<file path="src/rtl/cpu_mu0_delay0.sv">
// MU0 accumulator CPU, two cycles per instruction (FETCH, EXEC), driving a
// single memory port whose read data is valid combinationally in the same cycle.
module cpu_mu0_delay0 (
    input  logic        clk,
    input  logic        rst,
    output logic        running,
    output logic [11:0] address,
    output logic        write,
    output logic        read,
    output logic [15:0] writedata,
    input  logic [15:0] readdata,
    output logic [1:0]  dbg_state
);

    typedef enum logic [1:0] {
        FETCH  = 2'd0,
        EXEC   = 2'd1,
        HALTED = 2'd2
    } state_t;

    localparam logic [3:0] OP_LDA = 4'd0;
    localparam logic [3:0] OP_STA = 4'd1;
    localparam logic [3:0] OP_ADD = 4'd2;
    localparam logic [3:0] OP_SUB = 4'd3;
    localparam logic [3:0] OP_JMP = 4'd4;
    localparam logic [3:0] OP_JGE = 4'd5;
    localparam logic [3:0] OP_JNE = 4'd6;

    state_t      state, state_n;
    logic [11:0] pc, pc_n;
    logic [15:0] ir, ir_n;
    logic [15:0] acc, acc_n;

    logic [3:0]  opcode;
    logic [11:0] operand;

    assign opcode  = ir[15:12];
    assign operand = ir[11:0];

    always_ff @(posedge clk or posedge rst) begin
        if (rst) begin
            state <= FETCH;
            pc    <= 12'd0;
            ir    <= 16'd0;
            acc   <= 16'd0;
        end else begin
            state <= state_n;
            pc    <= pc_n;
            ir    <= ir_n;
            acc   <= acc_n;
        end
    end

    // Memory port: read and write are one-hot-or-idle strobes, never both high.
    // readdata is consumed on the same edge that ends the cycle raising read;
    // a write lands in memory on the edge that ends the cycle raising write.
    always_comb begin
        state_n = state;
        pc_n    = pc;
        ir_n    = ir;
        acc_n   = acc;
        address = pc;
        read    = 1'b0;
        write   = 1'b0;

        case (state)
            FETCH: begin
                read    = 1'b1;
                ir_n    = readdata;
                pc_n    = pc + 12'd1;
                state_n = EXEC;
            end
            EXEC: begin
                state_n = FETCH;
                case (opcode)
                    OP_LDA: begin
                        address = operand;
                        read    = 1'b1;
                        acc_n   = readdata;
                    end
                    OP_STA: begin
                        address = operand;
                        write   = 1'b1;
                    end
                    OP_ADD: begin
                        address = operand;
                        read    = 1'b1;
                        acc_n   = acc + readdata;
                    end
                    OP_SUB: begin
                        address = operand;
                        read    = 1'b1;
                        acc_n   = acc - readdata;
                    end
                    OP_JMP: pc_n = operand;
                    OP_JGE: if (!acc[15]) pc_n = operand;
                    OP_JNE: if (acc != 16'd0) pc_n = operand;
                    // STP and every unassigned opcode stop the machine.
                    default: state_n = HALTED;
                endcase
            end
            default: begin
                state_n = HALTED;
            end
        endcase
    end

    assign running   = (state != HALTED);
    assign writedata = acc;
    assign dbg_state = state;

endmodule

</file>
<file path="config.mk">
export PLATFORM = sky130hd
export DESIGN_NAME = cpu_mu0_delay0
export DESIGN_NICKNAME = d
export VERILOG_FILES = /design/src/rtl/cpu_mu0_delay0.sv
export SDC_FILE = /design/constraint.sdc
export NUM_CORES = 1
export LEC_CHECK = 0
export CAP_MARGIN = 20
export CORE_ASPECT_RATIO = 0.75
export CORE_MARGIN = 2
export CORE_UTILIZATION = 60
export CTS_CLUSTER_SIZE = 10
export DETAILED_ROUTE_END_ITERATION = 16
export DONT_BUFFER_PORTS = 1
export PLACE_DENSITY = 0.79
export SYNTH_ARGS = -nofsm -noshare
export SYNTH_HDL_FRONTEND = slang
export SYNTH_SLANG_ARGS = --single-unit
</file>
<file path="constraint.sdc">
create_clock -name clk -period 4.6 [get_ports clk]
set_input_delay 0.46 -clock clk [delete_from_list [all_inputs] [get_ports clk]]
set_output_delay 0.46 -clock clk [all_outputs]
set_load 0.1 [all_outputs]
</file>
==> flow_summary.toml, run 1 <==
[run_status]
status = "finished, final reports clean"

[placement]
post-place-ws_ps = 872
place_hpwl_um = 6180
routabilityCongestion = 0.915
portBuffers = 0

[setup_path]
worstPathCellList = "nor2_1 -> and3_1 -> mux2i_1 -> fa_1 -> a21o_1 -> a21oi_1 -> o21bai_1 -> a21oi_1 -> o211ai_1 -> and3_1 -> o31a_1 -> o21ai_0"
cp_top_family = "compound AO/OA/AOI/OAI gates"
crit_path_start = "ir[15]"
crit_buf_inv = 0
reg2reg_from = "ir[15]"
cp_slowest_cell = "and3_1"
slowest_delay_ps = 540
end_kind = "flop"
crit_fanout = 15
crit_type = "flop to flop"
cp.arrival_ps = 3940
crit_required_ps = 4830
cp-start-kind = "flop"

[layout]
layout.nets = 432
diodes = 0
fillers = 478
final_cell_mix = "51 x a21oi_1, 46 x dfrtp_1, 38 x nand2_1"
drive_gt1_share_pct = 14.9
final_common_cell = "a21oi_1"
area_growth_pct = 7.53

[drt]
antenna_left = 0
viasPerCell = 6.22
drc_errors = 0
first_pass_iters = 5
drt_wl_total_um = 8380
routedWlPerCell_um = 17.8
num_vias = 2938
drt_iter0_drc = 227

[cts]
cts_tree = "built"
post-cts-setup-buffers = 0
cts_buffers = 5
worstSkewPairLatency_ps = 310
cts.sinks = 46
cts-root-buf = "clkbuf_8"
ctsResizeCount = 0
cts_buffer_depth = 2
clk_pin_slew_ps = 90
htree_levels = 2
ctsHoldBuffers = 0

[sta]
max_freq_mhz = 269
finalCritPeriodShare_pct = 80.7
finalCriticalPeriod_ps = 3710
hold_viol = 0
fin_tns_setup_ps = 0
skew_ps = 7.53
setup_ws_ps = 888
setup_viol = 0
max_slew_margin_pct = 27.3
rsz0062_at_grt = "false"
slew_violations = 0
worst_pin_slew_ps = 1090

[synthesis]
synthMuxAreaShare_pct = 10.2
ys.flop_type = "dfrtp_1"
ys_ff_latch = 46
async_flop_share_pct = 100
synthesis.nets = 431
synth_fa_ha_area_share_pct = 6.90
synth-xor-area-share_pct = 5.45
synth-edff-count = 0
yosysWarnings = 0
syn_area_per_cell_sq_um = 8.54
yosysTopAreaCell = "dfrtp_1"
synth_top_family_by_area = "compound AO/OA/AOI/OAI gates"
synthCells = 395
synthSimpleGateAreaFrac_pct = 19.5
synth.distinct_cells = 44
synth_compound_area_share_pct = 20.4
synth_top_area_share_pct = 34.1
ys_seq_area_share_pct = 34.1
synth_area_sq_um = 3370
synth_area_leaders = "dfrtp_1 34%, mux2_2 8.7%, a21oi_1 7.6%"

[floorplanning]
rows = 23
core_area_sq_um = 5380
dieArea_sq_um = 6240
die_y_um = 68.9
ios = 51
start_util_pct = 62.7
die_w_um = 90.6

[grt]
grt_overflow = 0
grt_pass1_vias = 2808
grt_max_degree = 47
grt_pass1_wl_um = 13900
gr-usage-all-layers_pct = 28.7
antenna_found_initial = 0

[worst_hold_path]
min_path_type = "input pin to async pin"

[flow_run]
cap_viol_max_count = 0
==> area by class of cell <==
type | instances | area, sq um | area share (%)
well taps | 75 | 93.8 | 2.59
clock buffers | 6 | 72.6 | 2.00
repair buffers | 11 | 82.6 | 2.28
clock inverters | 2 | 37.5 | 1.03
multi-input cells | 318 | 2140 | 58.9
flip-flops and latches | 46 | 1150 | 31.7
inverters | 14 | 52.6 | 1.45
==> registers in the layout, summed over array words and instances, names as in the netlist <==
| name | flops |
|---|---|
| ir | 16 |
| pc | 12 |
| dbg_state | 2 |
| writedata | 16 |
==> routing by layer <==
metal | wire length [um] | part of all wire, % | GRT usage (%)
met1 | 3700 | 44 | 39.6
met5 | 0 | 0 | 0
met2 | 3740 | 45 | 46.6
met3 | 844 | 10 | 6.52
met4 | 102 | 1.2 | 6.92
==> cell families after synthesis <==
logic type	Yosys count
compound gates	115
xor+xnor	21
fa+ha+maj	18
buf+inv	31
flops	46
mux	31
simple gates	133
==> cell usage after synthesis (2+ instances only) <==
| cell type | n |
|---|---|
| a21o_1 | 7 |
| a21oi_1 | 51 |
| a31oi_1 | 6 |
| and3_1 | 9 |
| clkbuf_1 | 17 |
| dfrtp_1 | 46 |
| ha_1 | 17 |
| inv_1 | 14 |
| mux2_2 | 26 |
| mux2i_1 | 5 |
| nand2_1 | 38 |
| nand2b_1 | 6 |
| nand3_1 | 9 |
| nand3b_1 | 3 |
| nand4_1 | 2 |
| nor2_1 | 32 |
| nor3_1 | 18 |
| nor4_1 | 5 |
| o211ai_1 | 3 |
| o21a_1 | 4 |
| o21ai_0 | 24 |
| o21bai_1 | 2 |
| o22ai_1 | 7 |
| o31a_1 | 3 |
| o31ai_1 | 2 |
| or3_1 | 2 |
| xnor2_1 | 18 |
| xor2_1 | 3 |
==> metrics by stage <==
step	util (%)	std cells	cell area (sq um)	hold slack [ps]
after global routing	67.4	472	3630	282
final	67.4	472	3630	249
after detailed placement	65.4	464	3520	521
after floorplan	-	395	3380	487
after global placement	65.4	464	3520	516
after CTS	67.4	472	3630	285
==> worst paths after layout <==
kind                            slack, ps            end  cells past startpoint
max in group asynchronous            3730   dbg_state[1]                      1
worst max-delay path                  890  writedata[12]                     12
worst min-delay path                  250   writedata[3]                      1
worst max register to register        890  writedata[12]                     12
min in group clk                      290          ir[2]                      1
worst min register to register        540          ir[2]                      1
Power of run 1 is not shown: default switching activity piles up to over one toggle a cycle in this logic, so the estimate is an artifact.
==> run 2: changes to the inputs <==
--- a/config.mk
+++ b/config.mk
@@ -8,7 +8,7 @@
 export CAP_MARGIN = 20
 export CORE_ASPECT_RATIO = 0.75
 export CORE_MARGIN = 2
-export CORE_UTILIZATION = 60
+export CORE_UTILIZATION = 58
 export CTS_CLUSTER_SIZE = 10
 export DETAILED_ROUTE_END_ITERATION = 16
 export DONT_BUFFER_PORTS = 1
==> constraint.sdc (replaced) <==
create_clock -name clk -period 3.1 [get_ports clk]
set_input_delay 0.31 -clock clk [delete_from_list [all_inputs] [get_ports clk]]
set_output_delay 0.31 -clock clk [all_outputs]
set_load 0.1 [all_outputs]
==> run 2 against run 1 <==
Compared with the run above:
- utilization is 8.2 points higher
- clock skew decreased by 2.2 ps
- maximum frequency grew 21%
- global-route usage increased by 0.19 points
- setup slack worse by 850 ps
- highest routed layer unchanged
- sequential share of layout area shrank 5.0 points
- flip-flop and latch count unchanged
- cell count is 13% higher
- largest cell class unchanged
- register-to-register slack worse by 850 ps
- first-iteration DRC count rose by 44%
- worst hold slack got worse by 99 ps
- die area rose by 3.3%
==> flow_summary.toml, run 2 (synthesis gave the netlist of run 1 again) <==
[run_status]
status = "finished, final reports clean"

[cts]
htree_levels = 2
cts.sinks = 46
cts-root-buf = "clkbuf_8"
clk_pin_slew_ps = 90
cts_tree = "built"
worstSkewPairLatency_ps = 300
cts_buffer_depth = 2
cts_buffers = 5

[drt]
drc_errors = 0
routedWlPerCell_um = 18.1
drt_iter0_drc = 327
viasPerCell = 6.16
drt_wl_total_um = 9600
first_pass_iters = 5
num_vias = 3272
antenna_left = 0

[setup_path]
reg2reg_from = "ir[14]"
crit_path_start = "ir[14]"
cp-start-kind = "flop"
r2r-end = "writedata[13]"
crit_required_ps = 3260
reg2reg_depth = 13
crit_type = "flop to flop"
rrSetupSlack_ps = 30
crit_fanout = 5
cp.arrival_ps = 3230
crit_end = "writedata[13]"
end_kind = "flop"

[floorplanning]
core_area_sq_um = 5710
rows = 24
dieArea_sq_um = 6450
start_util_pct = 59.1
ios = 51
die_w_um = 92.1
die_y_um = 70.0

[sta]
finalCriticalPeriod_ps = 3070
finalCritPeriodShare_pct = 98.9
skew_ps = 5.33
setup_viol = 0
hold_viol = 0
max_slew_margin_pct = 46.5
worst_pin_slew_ps = 801
slew_violations = 0
setup_ws_ps = 34.7
rsz0062_at_grt = "true"
max_freq_mhz = 326

[placement]
post-place-ws_ps = -238
placedCellCount = 516
portBuffers = 0
routabilityCongestion = 0.961
place_hpwl_um = 6770

[layout]
layout.nets = 488
drive_gt1_share_pct = 27.6
final_common_cell = "buf_4"
finalCoreUtilization_pct = 75.6
final_cell_mix = "50 x buf_4, 49 x a21oi_1, 46 x dfrtp_1"
area_growth_pct = 27.9
stdcell_count = 531
diodes = 0
fillers = 377

[grt]
antenna_found_initial = 0
grt_overflow = 0
gr-usage-all-layers_pct = 28.9
grt_pass1_vias = 3156
grt_max_degree = 47
grt_pass1_wl_um = 15000

[worst_hold_path]
min_path_type = "input pin to flop"

[flow_run]
cap_viol_max_count = 0
-- run 2: layer usage --
layer  global-route usage [%]  vias up  share of wire [%]
met5                        0        -                  0
li1                         -     1538                  -
met2                     45.7      148                 48
met3                     6.36       13                8.4
met4                     6.30        0               0.96
met1                     41.1     1573                 43
-- run 2: final cells by class --
cell class	count	area, sq um	area share, %
clock buffer	6	72.6	1.68
clock inverter	2	37.5	0.870
inverter	14	52.6	1.22
multi-input combinational	319	2220	51.4
sequential	46	1150	26.7
tap	78	97.6	2.26
timing repair buffer	66	686	15.9
-- run 2: metrics by stage --
step,cell area (sq um),setup TNS [ps],hold slack (ps)
detailed placement,4070,-336,466
global placement,4070,-74.6,456
floorplan,3410,-53.2,458
global route,4310,-112,143
CTS,4190,0,145
finish,4310,0,150
-- run 2: how the worst min path moves through the flow --
stage / from / endpoint / slack (ps) / cells past startpoint
2_1_floorplan: readdata[7] / writedata[7] / 460 / 2
5_1_grt: readdata[2] / ir[2] / 140 / 1
3_3_place_gp: rst / writedata[2] / 460 / 1
3_5_place_dp: rst / writedata[3] / 470 / 1
4_1_cts: rst / writedata[2] / 140 / 1
6_report: readdata[1] / ir[1] / 150 / 1
-- run 2: critical path, stage by stage, from the launching register on --
cell	delay (ps)
dfrtp_1	420
nor2_4	160
and3_4	260
mux2i_4	290
ha_4	230
nor2b_1	140
o31a_1	280
o211ai_1	330
a31oi_2	180
buf_4	170
xnor2_1	130
nor2_1	60
a21oi_1	170
o21ai_0	110
-- run 2: timing repair --
action / in CTS / in global routing
gates resized for setup: 3 / 10
setup endpoints to repair: 4 / 5
buffers inserted: 0 / 4
hold buffers: 0 / 1
endpoints found under the hold margin: 0 / 6
pin swaps: 1 / 5
cloned: 0 / 1
Power of run 2 is left out for the same reason.
